--- config.mk ---
export PLATFORM = sky130hd
export DESIGN_NAME = i2c_slave_recv
export DESIGN_NICKNAME = d
export VERILOG_FILES = /design/src/rtl/i2c_pkg.sv /design/src/rtl/i2c_bus_sync.sv /design/src/rtl/i2c_slave_recv.sv
export SDC_FILE = /design/constraint.sdc
export NUM_CORES = 1
export LEC_CHECK = 0
export BUFFER_PORTS_ARGS = -buffer_cell sky130_fd_sc_hd__buf_4
export CAP_MARGIN = 30
export CORE_MARGIN = 8
export CORE_UTILIZATION = 50
export DETAILED_ROUTE_END_ITERATION = 12
export HOLD_SLACK_MARGIN = 0.02
export PLACE_DENSITY = 0.78
export SKIP_CTS_REPAIR_TIMING = 1
export SYNTH_ARGS = -nofsm -noshare
export SYNTH_HDL_FRONTEND = slang
export SYNTH_HIERARCHICAL = 1
export SYNTH_SLANG_ARGS = --single-unit
--- constraint.sdc ---
create_clock -name clk -period 2.9 [get_ports clk]
set_clock_uncertainty 0.05 [all_clocks]
set_input_delay 0.87 -clock clk [delete_from_list [all_inputs] [get_ports clk]]
set_output_delay 0.87 -clock clk [all_outputs]
set_load 0.03 [all_outputs]
--- src/rtl/i2c_pkg.sv ---
// Shared types and constants for the I2C target receive path.
//   i2c_rx_state_t    : receiver FSM states
//   I2C_BITS_PER_BYTE : bits per bus byte (address+rw or data)
//   I2C_BIT_CNT_W     : width of the in-byte bit counter
package i2c_pkg;

    localparam int unsigned I2C_BITS_PER_BYTE = 8;
    localparam int unsigned I2C_BIT_CNT_W     = $clog2(I2C_BITS_PER_BYTE);

    typedef enum logic [2:0] {
        IDLE,
        ADDR,
        ADDR_ACK,
        DATA,
        DATA_ACK,
        IGNORE
    } i2c_rx_state_t;

endpackage

--- src/rtl/i2c_bus_sync.sv ---
// Bus input conditioning: synchronises SCL/SDA, detects SCL edges and START/STOP.
//   clk, rst          : system clock, synchronous active-high reset
//   i2c_scl, i2c_sda  : raw pad inputs
//   scl_rise/scl_fall : one-cycle strobes on synced SCL edges
//   sda_s             : synced SDA level
//   start/stop        : one-cycle strobes on START / STOP conditions
module i2c_bus_sync #(
    parameter int unsigned SYNC_STAGES = 2
) (
    input  logic clk,
    input  logic rst,
    input  logic i2c_scl,
    input  logic i2c_sda,
    output logic scl_rise,
    output logic scl_fall,
    output logic sda_s,
    output logic start,
    output logic stop
);

    logic [SYNC_STAGES-1:0] scl_sync;
    logic [SYNC_STAGES-1:0] sda_sync;
    logic                   scl_d;
    logic                   sda_d;
    logic                   scl_s;

    // Preset to 1 (idle bus) so leaving reset never looks like an edge or START.
    always_ff @(posedge clk) begin
        if (rst) begin
            scl_sync <= '1;
            sda_sync <= '1;
            scl_d    <= 1'b1;
            sda_d    <= 1'b1;
        end else begin
            scl_sync <= {scl_sync[SYNC_STAGES-2:0], i2c_scl};
            sda_sync <= {sda_sync[SYNC_STAGES-2:0], i2c_sda};
            scl_d    <= scl_sync[SYNC_STAGES-1];
            sda_d    <= sda_sync[SYNC_STAGES-1];
        end
    end

    assign scl_s    = scl_sync[SYNC_STAGES-1];
    assign sda_s    = sda_sync[SYNC_STAGES-1];
    assign scl_rise = scl_s & ~scl_d;
    assign scl_fall = ~scl_s & scl_d;
    // SDA moving while SCL is stable high marks START (falling) or STOP (rising).
    assign start    = scl_s & scl_d & sda_d & ~sda_s;
    assign stop     = scl_s & scl_d & ~sda_d & sda_s;

endmodule

--- src/rtl/i2c_slave_recv.sv ---
// I2C target write receiver: address match, data shift-in, ACK/NACK drive, valid/ready output.
//   clk, rst          : system clock, synchronous active-high reset
//   i2c_scl, i2c_sda  : bus pad inputs
//   sda_oe            : 1 pulls SDA low (ACK), 0 releases
//   rx_data/rx_valid  : received byte and its valid flag
//   rx_ready          : downstream consume strobe (with rx_valid)
//   bus_start/stop    : one-cycle pulses on START / STOP
//   overrun           : sticky, a data byte was NACKed because rx_data was still full
module i2c_slave_recv
    import i2c_pkg::*;
#(
    parameter logic [6:0]  SLV_ADDR    = 7'h3C,
    parameter int unsigned SYNC_STAGES = 2
) (
    input  logic       clk,
    input  logic       rst,
    input  logic       i2c_scl,
    input  logic       i2c_sda,
    output logic       sda_oe,
    output logic [7:0] rx_data,
    output logic       rx_valid,
    input  logic       rx_ready,
    output logic       bus_start,
    output logic       bus_stop,
    output logic       overrun
);

    logic scl_rise;
    logic scl_fall;
    logic sda_s;
    logic start;
    logic stop;

    i2c_bus_sync #(
        .SYNC_STAGES(SYNC_STAGES)
    ) u_sync (
        .clk     (clk),
        .rst     (rst),
        .i2c_scl (i2c_scl),
        .i2c_sda (i2c_sda),
        .scl_rise(scl_rise),
        .scl_fall(scl_fall),
        .sda_s   (sda_s),
        .start   (start),
        .stop    (stop)
    );

    i2c_rx_state_t                  state, state_n;
    logic [I2C_BIT_CNT_W-1:0]       bit_cnt, bit_cnt_n;
    logic [I2C_BITS_PER_BYTE-1:0]   shift, shift_n;
    logic                           byte_full, byte_full_n;
    logic                           sda_oe_n;
    logic [7:0]                     rx_data_n;
    logic                           rx_valid_n;
    logic                           overrun_n;

    // Registers.
    always_ff @(posedge clk) begin
        if (rst) begin
            state     <= IDLE;
            bit_cnt   <= '0;
            shift     <= '0;
            byte_full <= 1'b0;
            sda_oe    <= 1'b0;
            rx_data   <= 8'h00;
            rx_valid  <= 1'b0;
            overrun   <= 1'b0;
            bus_start <= 1'b0;
            bus_stop  <= 1'b0;
        end else begin
            state     <= state_n;
            bit_cnt   <= bit_cnt_n;
            shift     <= shift_n;
            byte_full <= byte_full_n;
            sda_oe    <= sda_oe_n;
            rx_data   <= rx_data_n;
            rx_valid  <= rx_valid_n;
            overrun   <= overrun_n;
            bus_start <= start;
            bus_stop  <= stop;
        end
    end

    // Next state, shift/count and handshake.
    // byte_full marks that 8 bits arrived; bit_cnt alone cannot tell "wrapped" from "fresh".
    always_comb begin
        state_n     = state;
        bit_cnt_n   = bit_cnt;
        shift_n     = shift;
        byte_full_n = byte_full;
        sda_oe_n    = sda_oe;
        rx_data_n   = rx_data;
        rx_valid_n  = rx_valid & ~rx_ready;
        overrun_n   = overrun;

        if (start) begin
            state_n     = ADDR;
            bit_cnt_n   = '0;
            byte_full_n = 1'b0;
            sda_oe_n    = 1'b0;
        end else if (stop) begin
            state_n     = IDLE;
            bit_cnt_n   = '0;
            byte_full_n = 1'b0;
            sda_oe_n    = 1'b0;
        end else begin
            case (state)
                IDLE: begin
                    sda_oe_n = 1'b0;
                end
                ADDR, DATA: begin
                    if (scl_rise) begin
                        shift_n   = {shift[I2C_BITS_PER_BYTE-2:0], sda_s};
                        bit_cnt_n = bit_cnt + I2C_BIT_CNT_W'(1);
                        if (bit_cnt == I2C_BIT_CNT_W'(I2C_BITS_PER_BYTE - 1))
                            byte_full_n = 1'b1;
                    end else if (scl_fall && byte_full) begin
                        byte_full_n = 1'b0;
                        if (state == ADDR) begin
                            // Only writes to our address are acknowledged.
                            if (shift[7:1] == SLV_ADDR && !shift[0]) begin
                                state_n  = ADDR_ACK;
                                sda_oe_n = 1'b1;
                            end else begin
                                state_n  = IGNORE;
                                sda_oe_n = 1'b0;
                            end
                        end else if (!rx_valid || rx_ready) begin
                            state_n    = DATA_ACK;
                            sda_oe_n   = 1'b1;
                            rx_data_n  = shift;
                            rx_valid_n = 1'b1;
                        end else begin
                            state_n   = IGNORE;
                            sda_oe_n  = 1'b0;
                            overrun_n = 1'b1;
                        end
                    end
                end
                ADDR_ACK, DATA_ACK: begin
                    if (scl_fall) begin
                        state_n   = DATA;
                        sda_oe_n  = 1'b0;
                        bit_cnt_n = '0;
                    end
                end
                IGNORE: begin
                    sda_oe_n = 1'b0;
                end
                default: begin
                    state_n  = IDLE;
                    sda_oe_n = 1'b0;
                end
            endcase
        end
    end

endmodule

==> metrics.csv, run 1 <==
stage,metric,value,unit
outcome,status,"finished, final reports clean",
power_and_ir_drop,Clk network pwr share,40.6,%
power_and_ir_drop,Int Power,688,uW
yosys,"FF+latch count, synth",34,
power_and_ir_drop,peak supply drop,0.000392,V
sta,FMAX,0.535,GHz
setup_path,R2R Path End,rx_data[3],
setup_path,FF-to-FF path depth,6,
final_layout,# diodes,0,
setup_path,"CP delay by family, top",simple AND/OR/NAND/NOR gates,
grt,first-pass GRT wire length,5050,um
flow_run,Max-cap violations,0,
setup_path,WP depth,6,
cts,TritonCTS Buffers,5,
yosys,Gate Count Post-Synth,158,
routing,M1 WL,1290,um
yosys,Async SR Flop Fraction,0,%
power_and_ir_drop,Comb pwr share,4.4,%
die,Initial Util,52.7,%
routing,DRC viols,0,
routing,Total Wirelength,2820,um
sta,period utilization,64.5,%
placed_design,GP Congestion,0.864,
setup_path,"Critical Path, Cell by Cell","nor2b_1, inv_1, nor3_4, nand4_4, mux2i_1, nor2_1",
setup_path,worst path required time,3.08,ns
die,die width,70.1,um
setup_path,WP data arrival,2.05,ns
routing,met3 wire len,170,um
grt,largest net degree at the start of global routing,30,
grt,total gr overflow,0,
grt,Global Route Usage Sum,12.4,%
setup_path,CP max stage delay,0.36,ns
sta,Fin. Hold Viols,0,
yosys,Synth warnings,6,
setup_path,reg-to-reg critical path startpoint,u_sync/scl_d,
power_and_ir_drop,sequential fraction of design power,55.0,%
routing,met2 routed wirelength,1320,um
final_layout,fin nets,183,
die,Die H,70.1,um
routing,ANT nets after route,0,
sta,endpoints failing setup,0,
final_layout,area delta synth->final,14.9,%
cts,Clock Sinks,34,
placed_design,Post-DP HPWL,2100,um
setup_path,beginning of the critical path,u_sync/scl_d,
yosys,Post-synth EDFFs,0,
hold_path,HP Class,reg -> reg,
routing,Vias,1158,
power_and_ir_drop,Lkg Pwr,0.000703,uW
sta,setup TNS,0,ns
setup_path,Setup crit start kind,flop,
routing,vias per cell,5.59,
yosys,Syn Nets,165,
final_layout,post-route cell area,0.00168,mm^2
sta,slew at the pin with the worst max-slew slack,0.379,ns
grt,initial antenna violation count,0,
power_and_ir_drop,Pwr per Cell Area,514,mW/mm^2
sta,unrepaired setup endpoints after global routing,false,
cts,CTS tree,done,
yosys,post-synthesis sequential area ratio,46.5,%
routing,Max Used Layer,met4,
cts,H-tree depth,2,
setup_path,Crit. End Element,flop,
die,FP Rows,19,
setup_path,Buf/Inv on CP,1,
setup_path,Slowest cell on crit path,dfxtp_1,
placed_design,DP Area,0.00160,mm^2
routing,First-pass DRT Iterations,4,
cts,clk slew on worst S/H paths,0.10,ns
setup_path,R2R Setup Slk,1.03,ns
setup_path,Worst Path Max Fanout,8,
routing,WL per Instance,13.6,um
power_and_ir_drop,switch share,20.6,%
yosys,syn avg cell area,9.27,um^2
power_and_ir_drop,Tot Pwr,866,uW
cts,CTS Buffer Depth,2,
yosys,Syn Std Cell Area,0.00147,mm^2
grt,vias in the first global route,1146,
cts,Root Buffer Master,clkbuf_4,
setup_path,WS Path Type,reg -> reg,
routing,1st-iter DRT viols,54,
sta,Rel. slew slack,74.7,%
die,top-level I/O count,18,
cts,clock latency on the worst-skew pair,0.34,ns
yosys,Synth Flop Type,dfxtp_1,
die,area of the die,0.00492,mm^2
die,core area,0.00278,mm^2
final_layout,share of layout cells above drive strength 1,19.9,%
sta,WHS,0.366,ns
placed_design,port bufs,17,
sta,min Tclk post-route,1.87,ns
yosys,Cell variety after synth,41,
setup_path,Worst Setup EP,rx_data[3],
power_and_ir_drop,Net Sw Power,178,uW
sta,Final Max Slew Viols,0,
cells in the final DEF (no fill, tap or decap), drive strengths merged:
master    n
dfxtp    34
nor2     21
buf      18
a21oi    14
nand2    13
mux2i     9
nand3     9
nor2b     6
or2       6
clkbuf    6
o21ai     5
nand2b    4
inv       3
and2b     3
a22oi     2
ha        2
and4b     2
and2      2
nand4     2
or3       1
xnor2     1
nor3      1
a41oi     1
nor4b     1
mux2      1
o2bb2ai   1
a32o      1
and4bb    1
a211oi    1
a221oi    1
a31oi     1
o41ai     1
o21bai    1
bufinv    1
registers in the layout, indices dropped and copies added (netlist names):
register / flops
bit_cnt: 3
bus_start: 1
bus_stop: 1
byte_full: 1
overrun: 1
rx_data: 8
rx_valid: 1
sda_oe: 1
shift: 8
state: 3
u_sync/scl_d: 1
u_sync/scl_sync: 2
u_sync/sda_d: 1
u_sync/sda_sync: 2
synthesized netlist by cell type, types with 2 or more instances:
cell type,count,area share (%)
clkbuf_1,4,1.0
or2_1,6,2.6
o21ai_0,4,1.4
dfxtp_1,34,46
inv_1,3,0.77
nor2b_1,6,2.6
nand2b_1,3,1.3
nor2_1,21,5.4
a21oi_1,13,4.4
a22oi_1,2,1.0
and4b_1,2,1.4
nand3_1,9,3.1
buf_2,2,0.68
mux2i_1,9,6.1
ha_1,2,1.7
nand2_1,13,3.3
layout make-up:
cell class                      instances  area, um^2
Clock buffer                            6        51.3
Clock inverter                          1        30.0
Fill cell                             242        1100
Inverter                                3        11.3
Multi-Input combinational cell        114         737
Sequential cell                        34         681
Tap cell                               31        38.8
Timing Repair Buffer                   18         135
worst min path at each step:
stage | from | to | slack, ns | cells past startpoint
2_1_floorplan | u_sync/scl_sync[0] | u_sync/scl_sync[1] | 0.33 | 1
3_3_place_gp | u_sync/scl_sync[0] | u_sync/scl_sync[1] | 0.34 | 1
3_5_place_dp | u_sync/scl_sync[0] | u_sync/scl_sync[1] | 0.35 | 1
4_1_cts | u_sync/scl_sync[0] | u_sync/scl_sync[1] | 0.37 | 1
5_1_grt | u_sync/scl_sync[0] | u_sync/scl_sync[1] | 0.39 | 1
6_report | u_sync/scl_sync[0] | u_sync/scl_sync[1] | 0.37 | 1
stage by stage:
stage | instances | setup slack [ns] | utilization [%]
floorplan | 158 | 1.21 | -
global placement | 200 | 1.06 | 57.6
detailed placement | 200 | 1.02 | 57.6
CTS | 207 | 1.02 | 60.5
global route | 207 | 0.838 | 60.5
finish | 207 | 1.03 | 60.5
cell families after synthesis:
kind of cell	Yosys count	share of synthesized area, %
adder cells (fa/ha/maj)	2	1.71
buffers and inverters	10	3.24
XOR/XNOR	1	0.598
multiplexers	10	6.92
AO/OA/AOI/OAI	29	12.8
AND/OR/NAND/NOR	72	28.3
flip-flops	34	46.5
layer usage:
layer	vias to the layer above	track usage, %
met2	23	19.6
met4	0	4.69
met5	-	0
met1	546	14.0
li1	583	-
met3	6	5.93
power by group through the flow:
stage | combinational, uW | sequential, uW | clock, uW
6_report | 38.3 | 476 | 352
5_1_grt | 42.2 | 477 | 381
4_1_cts | 38.8 | 476 | 358
3_5_place_dp | 38.5 | 486 | 0
3_3_place_gp | 37.1 | 486 | 0
2_1_floorplan | 28.8 | 485 | 0
No activity file was read; power rests on OpenSTA's default activity.
==> run 2: changes to the inputs <==
--- a/config.mk
+++ b/config.mk
@@ -11,7 +11,7 @@
 export CORE_UTILIZATION = 50
 export DETAILED_ROUTE_END_ITERATION = 12
 export HOLD_SLACK_MARGIN = 0.02
-export PLACE_DENSITY = 0.78
+export PLACE_DENSITY = 0.81
 export SKIP_CTS_REPAIR_TIMING = 1
 export SYNTH_ARGS = -nofsm -noshare
 export SYNTH_HDL_FRONTEND = slang
==> constraint.sdc (replaced) <==
create_clock -name clk -period 1.68 [get_ports clk]
set_clock_uncertainty 0.05 [all_clocks]
set_input_delay 0.504 -clock clk [delete_from_list [all_inputs] [get_ports clk]]
set_output_delay 0.504 -clock clk [all_outputs]
set_load 0.03 [all_outputs]
==> run 2 against run 1 <==
  * Sequential share of layout area shrank 1.4 points
  * Largest cell class unchanged
  * First-iteration DRC count up 57%
  * Largest power group unchanged
  * Wire length rose by 6.7%
  * Fmax rose by 18%
==> metrics.csv, run 2 (same netlist as run 1, synthesis figures left out) <==
stage,metric,value,unit,change
outcome,status,"finished, final reports clean",,unchanged
grt,first-pass GRT wire length,5170,um,was 5050 um
routing,Total Wirelength,3010,um,was 2820 um
cts,clock latency on the worst-skew pair,0.32,ns,was 0.34 ns
setup_path,"CP delay by family, top",simple AND/OR/NAND/NOR gates,,unchanged
power_and_ir_drop,Lkg Pwr,0.000737,uW,was 0.000703 uW
cts,CTS Buffer Depth,2,,unchanged
final_layout,fin nets,189,,was 183
placed_design,GP Congestion,0.830,,was 0.864
cts,CTS tree,done,,unchanged
power_and_ir_drop,Pwr per Cell Area,854,mW/mm^2,was 514 mW/mm^2
grt,vias in the first global route,1156,,was 1146
die,die width,70.1,um,unchanged
placed_design,port bufs,17,,unchanged
sta,endpoints failing setup,0,,unchanged
setup_path,CP max stage delay,0.34,ns,was 0.36 ns
cts,Root Buffer Master,clkbuf_4,,unchanged
die,top-level I/O count,18,,unchanged
die,core area,0.00278,mm^2,unchanged
sta,min Tclk post-route,1.58,ns,was 1.87 ns
sta,Rel. slew slack,77.5,%,was 74.7%
die,area of the die,0.00492,mm^2,unchanged
cts,TritonCTS Buffers,5,,unchanged
routing,1st-iter DRT viols,85,,was 54
setup_path,Buf/Inv on CP,1,,unchanged
hold_path,HP Class,in -> reg,,was reg -> reg
sta,period utilization,94.0,%,was 64.5%
final_layout,area delta synth->final,19.6,%,was 14.9%
final_layout,most frequent cells in the layout,"dfxtp_1, buf_4, nor2_1, a21oi_1, nand2_1",,"was dfxtp_1, nor2_1, buf_4, a21oi_1, nand2_1"
sta,Final Max Slew Viols,0,,unchanged
flow_run,Max-cap violations,0,,unchanged
setup_path,Setup crit start kind,flop,,unchanged
setup_path,"Critical Path, Cell by Cell","and4b_2, nor2_2, buf_6, nand4_4, mux2i_1, nor2_1",,"was nor2b_1, inv_1, nor3_4, nand4_4, mux2i_1, nor2_1"
sta,Fin. Hold Viols,0,,unchanged
final_layout,Largest regs,"rx_data x8, shift x8",,unchanged
sta,slew at the pin with the worst max-slew slack,0.332,ns,was 0.379 ns
die,Die H,70.1,um,unchanged
setup_path,Slowest cell on crit path,dfxtp_2,,was dfxtp_1
final_layout,Finished Core Util,63.0,%,was 60.5%
sta,WHS,0.303,ns,was 0.366 ns
setup_path,WS Path Type,reg -> reg,,unchanged
setup_path,worst path required time,1.85,ns,was 3.08 ns
routing,ANT nets after route,0,,unchanged
sta,FMAX,0.633,GHz,was 0.535 GHz
final_layout,share of layout cells above drive strength 1,26.9,%,was 19.9%
setup_path,WP data arrival,1.75,ns,was 2.05 ns
sta,unrepaired setup endpoints after global routing,true,,was false
final_layout,"commonest non-fill, non-tap cell in the layout",dfxtp_1,,unchanged
power_and_ir_drop,peak supply drop,0.000676,V,was 0.000392 V
routing,vias per cell,5.53,,was 5.59
routing,Vias,1178,,was 1158
cts,clk slew on worst S/H paths,0.10,ns,about the same
routing,First-pass DRT Iterations,4,,unchanged
routing,WL per Instance,14.1,um,was 13.6 um
setup_path,Worst Path Max Fanout,8,,unchanged
cts,Clock Sinks,34,,unchanged
grt,largest net degree at the start of global routing,30,,unchanged
die,FP Rows,19,,unchanged
die,Initial Util,52.7,%,unchanged
grt,Global Route Usage Sum,12.6,%,was 12.4%
placed_design,Post-DP HPWL,2200,um,was 2100 um
cts,H-tree depth,2,,unchanged
routing,DRC viols,0,,unchanged
grt,total gr overflow,0,,unchanged
setup_path,R2R Setup Slk,0.10,ns,was 1.03 ns
final_layout,# diodes,0,,unchanged
setup_path,Crit. End Element,flop,,unchanged
grt,initial antenna violation count,0,,unchanged
-- run 2: cell count changes in the layout (fill, tap and decap cells not counted), sizes merged --
cell	delta
buf	+6
-- run 2: metrics by stage --
step / worst slack, ns / area [um^2] / power [uW] / cells / TNS [ns]
6_report: 0.100 / 1750 / 1500 / 213 / 0
4_1_cts: -0.0110 / 1710 / 1500 / 210 / -0.0167
2_1_floorplan: 0.108 / 1470 / 887 / 158 / 0
3_3_place_gp: 0.126 / 1630 / 906 / 203 / 0
3_5_place_dp: 0.0111 / 1630 / 909 / 203 / 0
5_1_grt: -0.0357 / 1750 / 1560 / 213 / -0.0357
-- run 2: cell type report --
type / instances / area, um^2
clock inverter: 1 / 30.0
fill: 242 / 1030
tap: 31 / 38.8
multi-input combinational: 114 / 753
inverter: 3 / 11.3
sequential: 34 / 684
timing repair buffer: 24 / 184
clock buffer: 6 / 51.3
-- run 2: worst register-to-register path: stages (launching register included) --
cell and delay (ns):
dfxtp_2 0.34, and4b_2 0.29, nor2_2 0.14, buf_6 0.13
nand4_4 0.22, mux2i_1 0.26, nor2_1 0.05
-- run 2: worst paths after layout --
kind / from / to / depth (start not counted)
setup / recovery: u_sync/scl_d / rx_data[7] / 6
hold / removal: i2c_scl / u_sync/scl_sync[0] / 2
setup reg to reg: u_sync/scl_d / rx_data[7] / 6
hold reg to reg: u_sync/scl_sync[0] / u_sync/scl_sync[1] / 1
-- run 2: metal layers --
metal  track usage [%]  wire length, um  up-vias  share of wire [%]
li1                  -                -      602                  -
met1              14.1             1320      532                 44
met2              20.4             1430       38                 47
met3              4.66              212        6                7.0
met4              6.25               51        0                1.7
met5                 0                0        -                  0
-- run 2: where the power goes --
part | switching [uW] | internal, uW | total, uW
sequential | 6.63 | 814 | 821
combinational | 42.6 | 36.5 | 79.1
clock | 250 | 346 | 596
total | 299 | 1200 | 1500
